<file path="config.mk">
export PLATFORM = sky130hd
export DESIGN_NAME = dual_fetch_queue
export DESIGN_NICKNAME = d
export VERILOG_FILES = /design/src/rtl/fetch_pkg.sv /design/src/rtl/fetch_fifo_2w2r.sv /design/src/rtl/dual_fetch_queue.sv
export SDC_FILE = /design/constraint.sdc
export NUM_CORES = 1
export LEC_CHECK = 0
export BUFFER_PORTS_ARGS = -buffer_cell sky130_fd_sc_hd__buf_2
export CORE_MARGIN = 3
export CORE_UTILIZATION = 50
export DETAILED_ROUTE_END_ITERATION = 16
export PLACE_DENSITY = 0.72
export SYNTH_ARGS = -nofsm -noshare
export SYNTH_HDL_FRONTEND = slang
export SYNTH_SLANG_ARGS = --single-unit
export TNS_END_PERCENT = 30
</file>
<file path="constraint.sdc">
create_clock -name clk -period 20.3 [get_ports clk]
set_clock_uncertainty 0.15 [all_clocks]
set_input_delay 3.045 -clock clk [delete_from_list [all_inputs] [get_ports clk]]
set_output_delay 3.045 -clock clk [all_outputs]
set_load 0.005 [all_outputs]
</file>
<file path="src/rtl/fetch_pkg.sv">
`default_nettype none
// ============================================================================
// Module      : fetch_pkg
// Description : Shared types and constants for the dual-issue fetch queue.
// Revision    : 1.0 - initial release
// ============================================================================
package fetch_pkg;

  // One queued instruction together with the word address it was fetched from
  typedef struct packed {
    logic [31:0] pc;
    logic [31:0] inst;
  } fetch_entry_t;

  // Instructions fetched per cycle (two memory read ports)
  localparam int unsigned FETCH_WIDTH = 2;

  // Value left in the instruction field of empty entries after reset
  localparam logic [31:0] NOP_INST = 32'h0000_0000;

endpackage : fetch_pkg
`default_nettype wire

</file>
<file path="src/rtl/fetch_fifo_2w2r.sv">
`default_nettype none
// ============================================================================
// Module      : fetch_fifo_2w2r
// Description : Circular buffer with two writes and two reads per cycle,
//               clamped dequeue and synchronous flush. Reads are registered
//               entries only, so there is no write-to-read bypass.
// Revision    : 1.0 - initial release
// ============================================================================
module fetch_fifo_2w2r
  import fetch_pkg::*;
#(
  parameter int unsigned DEPTH = 4
) (
  input  logic                     clk,
  input  logic                     rst,
  input  logic                     i_flush,
  input  logic                     i_wr_en,
  input  fetch_entry_t             i_wdata0,
  input  fetch_entry_t             i_wdata1,
  input  logic [1:0]               i_deq,
  output fetch_entry_t             o_rdata0,
  output fetch_entry_t             o_rdata1,
  output logic [$clog2(DEPTH):0]   o_count
);

  localparam int unsigned PW = $clog2(DEPTH);
  localparam int unsigned CW = PW + 1;

  fetch_entry_t   r_mem [DEPTH];
  logic [PW-1:0]  r_head;
  logic [PW-1:0]  r_tail;
  logic [CW-1:0]  r_count;
  logic [CW-1:0]  w_deq_ext;
  logic [CW-1:0]  w_eff;
  logic [CW-1:0]  w_add;

  // Clamp the requested dequeue to the current occupancy so it never underflows
  always_comb begin
    w_deq_ext = CW'(i_deq);
    w_eff     = (w_deq_ext > r_count) ? r_count : w_deq_ext;
    w_add     = i_wr_en ? CW'(FETCH_WIDTH) : '0;
  end

  // Pointer and occupancy update; flush takes priority over read and write
  always_ff @(posedge clk or posedge rst) begin
    if (rst) begin
      r_head  <= '0;
      r_tail  <= '0;
      r_count <= '0;
    end else if (i_flush) begin
      r_head  <= '0;
      r_tail  <= '0;
      r_count <= '0;
    end else begin
      r_head  <= r_head + PW'(w_eff);
      if (i_wr_en) begin
        r_tail <= r_tail + PW'(FETCH_WIDTH);
      end
      r_count <= r_count + w_add - w_eff;
    end
  end

  // Entry storage; a flush only resets the pointers, contents go stale
  always_ff @(posedge clk or posedge rst) begin
    if (rst) begin
      for (int i = 0; i < int'(DEPTH); i++) begin
        r_mem[i] <= '{pc: 32'h0, inst: NOP_INST};
      end
    end else if (i_wr_en && !i_flush) begin
      r_mem[r_tail]           <= i_wdata0;
      r_mem[r_tail + PW'(1)]  <= i_wdata1;
    end
  end

  assign o_rdata0 = r_mem[r_head];
  assign o_rdata1 = r_mem[r_head + PW'(1)];
  assign o_count  = r_count;

endmodule : fetch_fifo_2w2r
`default_nettype wire

</file>
<file path="src/rtl/dual_fetch_queue.sv">
`default_nettype none
// ============================================================================
// Module      : dual_fetch_queue
// Description : Dual-issue fetch stage. Drives two instruction-memory word
//               addresses from the PC, queues returned words with their PCs,
//               and presents up to two instructions per cycle to decode.
// Revision    : 1.0 - initial release
// ============================================================================
module dual_fetch_queue
  import fetch_pkg::*;
#(
  parameter int unsigned DEPTH    = 4,
  parameter logic [31:0] RESET_PC = 32'h0000_0000
) (
  input  logic                     clk,
  input  logic                     rst,
  output logic [31:0]              imem_addr0,
  output logic [31:0]              imem_addr1,
  input  logic [31:0]              imem_rd0,
  input  logic [31:0]              imem_rd1,
  input  logic                     redirect_valid,
  input  logic [31:0]              redirect_pc,
  input  logic [1:0]               deq,
  output logic                     out_valid0,
  output logic [31:0]              out_inst0,
  output logic [31:0]              out_pc0,
  output logic                     out_valid1,
  output logic [31:0]              out_inst1,
  output logic [31:0]              out_pc1,
  output logic [$clog2(DEPTH):0]   count
);

  localparam int unsigned CW = $clog2(DEPTH) + 1;

  logic [31:0]   r_pc;
  logic          w_enq;
  fetch_entry_t  w_wdata0;
  fetch_entry_t  w_wdata1;
  fetch_entry_t  w_rdata0;
  fetch_entry_t  w_rdata1;
  logic [CW-1:0] w_count;

  // Enqueue only when two slots are free before this cycle's dequeue; a
  // redirect suppresses the fetch because its words belong to the old path
  always_comb begin
    w_enq    = !redirect_valid && (w_count <= CW'(DEPTH - 2));
    w_wdata0 = '{pc: r_pc,          inst: imem_rd0};
    w_wdata1 = '{pc: r_pc + 32'd1,  inst: imem_rd1};
  end

  // PC register: redirect wins, otherwise advance only when the pair was queued
  always_ff @(posedge clk or posedge rst) begin
    if (rst) begin
      r_pc <= RESET_PC;
    end else if (redirect_valid) begin
      r_pc <= redirect_pc;
    end else if (w_enq) begin
      r_pc <= r_pc + 32'(FETCH_WIDTH);
    end
  end

  fetch_fifo_2w2r #(
    .DEPTH (DEPTH)
  ) u_fifo (
    .clk      (clk),
    .rst      (rst),
    .i_flush  (redirect_valid),
    .i_wr_en  (w_enq),
    .i_wdata0 (w_wdata0),
    .i_wdata1 (w_wdata1),
    .i_deq    (deq),
    .o_rdata0 (w_rdata0),
    .o_rdata1 (w_rdata1),
    .o_count  (w_count)
  );

  assign imem_addr0 = r_pc;
  assign imem_addr1 = r_pc + 32'd1;
  assign out_valid0 = (w_count != '0);
  assign out_valid1 = (w_count >= CW'(2));
  assign out_inst0  = w_rdata0.inst;
  assign out_pc0    = w_rdata0.pc;
  assign out_inst1  = w_rdata1.inst;
  assign out_pc1    = w_rdata1.pc;
  assign count      = w_count;

endmodule : dual_fetch_queue
`default_nettype wire

</file>
Yosys cells after proc, flatten, opt, wreduce, memory -nomap -nowiden
Index checks and enable logic that the tools add are counted.
Widths: inputs -> output; s select.
{"block": "totals", "ff_bits": 295, "in_bits": 101}
{"block": "classes", "n_addsub": 8, "magnitude_cmp": 9, "mux": 20, "bitwise": 4, "n_reduce_logical": 7}
{"operator": "$bwmux 256", "count": 2}
{"operator": "$mux 64", "count": 6}
{"operator": "$bmux 64 s2", "count": 2}
{"operator": "$demux 64 s2", "count": 2}
{"operator": "$mux 32", "count": 2}
{"operator": "$add 32x1->32 const B", "count": 1}
{"operator": "$add 32x2->32 const B", "count": 1}
{"operator": "$ge 3x3->1 const B", "count": 4}
{"operator": "$not 2->3", "count": 4}
{"operator": "$mux 2", "count": 4}
{"operator": "$lt 3x1->1 const B", "count": 2}
{"operator": "$mux 3", "count": 2}
{"operator": "$add 2x1->2 const B", "count": 2}
{"operator": "$logic_and 1x1->1", "count": 4}
{"operator": "$add 3x3->3", "count": 1}
{"operator": "$ge 3x2->1 const B", "count": 1}
{"operator": "$gt 2x3->1", "count": 1}
{"operator": "$le 3x2->1 const B", "count": 1}
{"operator": "$reduce_bool 3->1", "count": 1}
{"operator": "$sub 3x3->3", "count": 1}
{"operator": "$add 2x2->2", "count": 1}
{"operator": "$add 2x2->2 const B", "count": 1}
{"operator": "$reduce_bool 2->1", "count": 1}
{"operator": "$logic_not 1->1", "count": 1}

Depth between registers and ports, before layout
{"block": "logic_depth", "word_depth": 7, "depth_mapped": 12, "ltp_nobuf": 12}

By module
Synthesis repeated with hierarchy kept, for this count alone.
{"block": "hier_totals", "cells_unflattened": 1031, "area_unflattened_um2": 15489.9}
{"module": "fetch_fifo_2w2r", "n_inst": 1, "cells_per_inst": 737, "area_per_inst_um2": 13101.3, "seq_area_each_um2": 6556.3}
{"module": "dual_fetch_queue", "n_inst": 1, "cells_per_inst": 294, "area_per_inst_um2": 2388.5, "seq_area_each_um2": 800.8}

Worst setup path after synthesis
Ideal clock, no wire load.
{"block": "synth_path", "path_type": "input port to flip-flop", "startpoint": "in deq[1]", "endpoint": "reg u_fifo.r_count[2] (netlist: u_fifo.o_count[2])", "arrival_ps": 5097, "required_ps": 20019, "slack_ps": 14922, "cell_stages": 10, "n_path_buf": 0, "cell_sequence": "ha_1 -> nor2b_1 -> o21ai_0 -> mux2_2 -> fa_1 -> inv_1 -> ha_1 -> xor2_1 -> xnor2_1 -> nor2_1"}
{"block": "synth_via", "elab_chain_cells": 4}
{"element": "start: declaration", "line_no": "dual_fetch_queue.sv:23", "rtl": "input logic [1:0] deq,"}
{"element": "$gt 2x3->1", "line_no": "fetch_fifo_2w2r.sv:40", "rtl": "w_eff = (w_deq_ext > r_count) ? r_count : w_deq_ext;"}
{"element": "$mux 3 *", "line_no": "fetch_fifo_2w2r.sv:40"}
{"element": "$sub 3x3->3 *", "line_no": "fetch_fifo_2w2r.sv:59", "rtl": "r_count <= r_count + w_add - w_eff;"}
{"element": "$mux 3 *", "line_no": "fetch_fifo_2w2r.sv:50", "rtl": "end else if (i_flush) begin"}
{"element": "end signal: assignment", "line_no": "fetch_fifo_2w2r.sv:59"}
{"element": "end: declaration", "line_no": "fetch_fifo_2w2r.sv:32", "rtl": "logic [CW-1:0] r_count;"}
Every way passes the cells marked *; elsewhere a longest branch is shown, timed or not.
A chain may end at the register's enable or synchronous reset.

Final worst setup path
{"block": "layout_path", "startpoint": "reg r_pc[2] (netlist: imem_addr0[2])", "endpoint": "out imem_addr1[29]"}
{"block": "layout_via", "elab_chain_cells": 1}
{"element": "start: declaration", "line_no": "dual_fetch_queue.sv:35", "rtl": "logic [31:0] r_pc;"}
{"element": "start signal: assignment", "line_no": "dual_fetch_queue.sv:56", "rtl": "r_pc <= redirect_pc;"}
{"element": "start signal: assignment", "line_no": "dual_fetch_queue.sv:58", "rtl": "r_pc <= r_pc + 32'(FETCH_WIDTH);"}
{"element": "$add 32x1->32", "line_no": "dual_fetch_queue.sv:78", "rtl": "assign imem_addr1 = r_pc + 32'd1;"}
{"element": "end: declaration", "line_no": "dual_fetch_queue.sv:18", "rtl": "output logic [31:0] imem_addr1,"}
Every way passes these cells.

==> impl_summary.txt <==
----------------------------------------------------
[Routing]
  DRC violation total after the first TritonRoute iteration ... 662
  Post-detailed-route wirelength per cell ... a little over 20 um
  Antenna-violating nets left ... 0
  DRC ... 0
  DR vias ... between 10000 and 15000
  Detailed Routing Iterations Pass 1 ... 5
  Detailed Route WL ... 36.70 mm
  Via/cell ratio ... 5.765

[Timing]
  Max-slew violation count ... 0
  Final hold violation count ... 0
  Post-layout min period ... between 6000 and 7000 ps
  Worst slew pin tran ... approximately 1000 ps
  Max Fclk ... around 0.16 GHz
  Endpoints failing setup ... 0
  Final sum of negative setup slack ... 0 ps
  Unrepaired setup endpoints after global routing ... no
  Post-route worst setup slack ... roughly 14000 ps
  Worst rel slew slack ... between 30% and 40%
  Final period util ... 31.50%

[Floorplan]
  Die Span Y ... around 180 um
  Die Outline Area ... approximately 33000 sq um
  Number of top-level pins ... about 300
  Std-Cell Core Area ... just under 30000 sq um
  DIE WIDTH ... 180.5 um
  Core Rows ... between 60 and 70
  Starting Density ... about half

[Power]
  Switching power total ... a little under 0.001 W
  Power density of the placed cells ... ~160 nW/um^2
  Internal Power ... between 0.0015 and 0.002 W
  Seq pwr share ... between 30% and 40%
  Worst vdd ir ... approximately 0.096 mV
  Portion of total power attributed to combinational logic ... 42.0%
  Leakage ... a little under 8 nW
  Clock network fraction of total power ... 20.1%
  Fraction of power spent switching nets ... between 30% and 40%

[Layout]
  Utilization of the core after routing ... between 60 and 70%
  Count of nets after finishing ... approximately 1500
  Non-Filler Cell Area, Final ... between 15000 and 20000 sq um
  Non-filler instance count after layout ... about 1800
  Share of layout cells above drive strength 1 ... between 40% and 50%
  Area added between synthesis and finish ... 18.02%
  Fill cell total of the finished layout ... roughly 2400

[Logic synthesis]
  Main flop type after synthesis ... sky130_fd_sc_hd__dfrtp_1
  Distinct cell type count of the synthesized netlist ... 34
  Async set-reset flop share out of synthesis ... 100.0%
  Share of the synthesized area in the top cell type ... between 40% and 50%
  FF+latch count, synth ... a little under 300
  Ranking of synthesized cells by area ... sky130_fd_sc_hd__dfrtp_1 48%, sky130_fd_sc_hd__mux4_2 19%, sky130_fd_sc_hd__mux2_2 14%, sky130_fd_sc_hd__xor2_1 2.8%, sky130_fd_sc_hd__nand2_1 2.3%
  Number of instances in the synthesized netlist ... 1135
  Post-Synthesis Net Count ... approximately 1200
  EDFF count, synth ... 0
  Mapped cell area ... 15220 sq um
  Mean Syn Cell Area ... 13.41 sq um
  Biggest area consumer among synthesized cells ... sky130_fd_sc_hd__dfrtp_1
  List of most frequent post-synthesis cells ... 294 x sky130_fd_sc_hd__dfrtp_1, 194 x sky130_fd_sc_hd__mux2_2, 128 x sky130_fd_sc_hd__mux4_2, 95 x sky130_fd_sc_hd__nand2_1, 58 x sky130_fd_sc_hd__o21ai_0
  Ys Warns ... 0
  Sequential-to-total area share from yosys stat ... 48.33%
  Most common cell in the netlist ... sky130_fd_sc_hd__dfrtp_1

[GRT]
  Wire length of the first global-routing pass ... between 50 and 60 mm
  Initial antenna violation count ... 8
  Largest net degree at the start of global routing ... ~140
  GRT Util Overall ... between 20 and 25%
  Number of global-route vias before repair ... approximately 11000
  Overall overflow remaining after global route ... 0

[Min path]
  Number of cells traversed by the worst hold path ... 2
  Worst hold-check path type ... register to register
  Startpoint of the lowest-slack hold path ... u_fifo.r_mem[45]
  Worst min-delay path endpoint ... u_fifo.r_mem[45]

[Outcome]
  Status ... finished clean

[Worst setup path]
  Critical Path Source Type ... register
  Crit end category ... output pin
  Worst path arrival time ... about 3200 ps
  Crit path max-delay cell type ... sky130_fd_sc_hd__nor4_4
  Endpoint of the lowest-slack register-to-register path ... u_fifo.r_mem[253]
  Endpoint required time on the critical path ... around 17000 ps
  Worst reg2reg startpoint ... u_fifo.o_count[1]
  Critical-path cell list ... ha_1 > nand4_1 > nor4_4 > nand3_1 > xor2_1 > inv_1 > buf_2
  Reg2reg setup slack ... 16970 ps
  R2r worst-path depth ... 6
  Worst Setup Path Type ... register to output pin
  Maximum fanout encountered on the critical timing path ... 8
  Delay of the slowest critical-path stage ... approximately 730 ps

[Place]
  Total cell area at the placement stage ... around 17000 sq um
  Placed cell count ... roughly 1700
  Setup slack at placement ... ~14000 ps
  Final weighted congestion of routability-driven global placement ... 0.8194
  IO Port Bufs ... slightly below 300
  Detailed placement HPWL ... roughly 25 mm

[Clock tree]
  # hold bufs at CTS ... 0
  Number of buffers added for setup after CTS ... 0
  Clock tree from TritonCTS ... done
  H-tree depth ... 2
  Number of gates given a new drive strength after cts ... 0
  Total number of clock tree sinks ... 294
  Num CTS Buffers ... 34
  CTS Root Buffer Type ... sky130_fd_sc_hd__clkbuf_16
  Clock insertion delay at the later pin of the skew report ... 500 ps
  Clock slew at reported path FFs ... ~60 ps
  CTS Buffer Depth ... 3

[Job]
  Number of max-capacitance violations reported ... 0

----------------------------------------------------
-- metal layers --
| metal | share of wire (%) | wire length, um | up-vias | global-route usage [%] |
|---|---|---|---|---|
| met3 | 7.8 | 2846 | 75 | 5.390 |
| met1 | 42 | 15240 | 5292 | 30.67 |
| met5 | 0.22 | 79 | - | 0 |
| li1 | - | - | 4648 | - |
| met4 | 2.4 | 886 | 12 | 5.680 |
| met2 | 48 | 17650 | 362 | 36.34 |
-- placed cells by master (no fill, tap or decap), types with 2 or more instances in the layout --
cell                           n
sky130_fd_sc_hd__nor3_2        2
sky130_fd_sc_hd__mux4_2      128
sky130_fd_sc_hd__ha_1          7
sky130_fd_sc_hd__inv_1        37
sky130_fd_sc_hd__nand3_1      22
sky130_fd_sc_hd__nor4_4        3
sky130_fd_sc_hd__nor2b_1       3
sky130_fd_sc_hd__nand4_4       2
sky130_fd_sc_hd__mux2_2      194
sky130_fd_sc_hd__or2_2         3
sky130_fd_sc_hd__nor2_1       47
sky130_fd_sc_hd__a21oi_1      31
sky130_fd_sc_hd__and4_1        2
sky130_fd_sc_hd__clkbuf_16    35
sky130_fd_sc_hd__diode_2       2
sky130_fd_sc_hd__clkinvlp_4    3
sky130_fd_sc_hd__nand4_1      17
sky130_fd_sc_hd__and3_1        2
sky130_fd_sc_hd__buf_2       297
sky130_fd_sc_hd__o21ai_0      58
sky130_fd_sc_hd__xnor2_1      17
sky130_fd_sc_hd__dfrtp_1     292
sky130_fd_sc_hd__xor2_1       48
sky130_fd_sc_hd__buf_4        11
sky130_fd_sc_hd__clkinv_2      6
sky130_fd_sc_hd__nand2_1      94
sky130_fd_sc_hd__dfrtp_4       2
sky130_fd_sc_hd__inv_6         2
sky130_fd_sc_hd__clkbuf_1      6
sky130_fd_sc_hd__clkbuf_8      7
sky130_fd_sc_hd__nor3_1       12
sky130_fd_sc_hd__o21ai_1       8
sky130_fd_sc_hd__a21oi_2       2
-- worst max path at each step --
stage,depth (start not counted),end,slack (ps),from
finish,7,imem_addr1[29],13910,imem_addr0[2]
global route,7,imem_addr1[29],13700,imem_addr0[2]
CTS,7,imem_addr1[29],13850,imem_addr0[2]
detailed placement,7,u_fifo.r_mem[250],14170,redirect_valid
global placement,7,u_fifo.r_mem[245],14210,redirect_valid
floorplan,1,imem_addr0[0],8990,rst
-- cell type report --
type | count | area, sq um | share of cell area, %
repair buffers | 308 | 1569 | 8.734
multi-input cells | 711 | 7323 | 40.76
flip-flops and latches | 294 | 7365 | 40.99
well taps | 390 | 488.0 | 2.716
clock buffers | 48 | 994.7 | 5.537
clock inverters | 11 | 70.07 | 0.3900
inverters | 38 | 150.1 | 0.8358
diodes | 2 | 5.005 | 0.02786
-- flip-flops by register name, summed over array words and instances, names as in the netlist --
name            cells
u_fifo.r_tail       1
u_fifo.r_mem      256
u_fifo.o_count      3
imem_addr0         32
u_fifo.r_head       2
-- power groups by stage --
stage | combinational, W | clock (W) | sequential [W]
2_1_floorplan | 0.000889 | 0 | 0.000992
3_3_place_gp | 0.00120 | 0 | 0.00108
3_5_place_dp | 0.00123 | 0 | 0.00110
4_1_cts | 0.00124 | 0.000596 | 0.00109
5_1_grt | 0.00132 | 0.000619 | 0.00114
6_report | 0.00121 | 0.000580 | 0.00109
-- cell families (layout without fill, tap and decap cells) --
| family | after synthesis | after routing | synth area share (%) |
|---|---|---|---|
| multiplexers | 323 | 323 | 33.36 |
| flip-flops | 294 | 294 | 48.33 |
| AND/OR/NAND/NOR | 215 | 215 | 6.806 |
| buffers and inverters | 130 | 405 | 3.707 |
| AO/OA/AOI/OAI | 100 | 100 | 3.354 |
| XOR/XNOR | 65 | 65 | 3.740 |
| adder cells (fa/ha/maj) | 8 | 8 | 0.7069 |
| other | 0 | 2 | 0 |
-- worst max-delay path: cells and delay by family, from the launching register on --
kind                       cells  cell delay, ps
and+or+nand+nor                3            1250
DFF                            1             560
xor gates and xnor gates       1             310
adders and majority gates      1             300
buffers and inverters          2             280
-- metrics by stage --
step                hold slack, ps  power [W]
global placement             323.2   0.002279
finish                       347.2   0.002889
floorplan                    311.0   0.001882
detailed placement           340.1   0.002331
CTS                          350.4   0.002925
global route                 374.7   0.003079
Note: power is estimated with default switching activity, not from simulation.
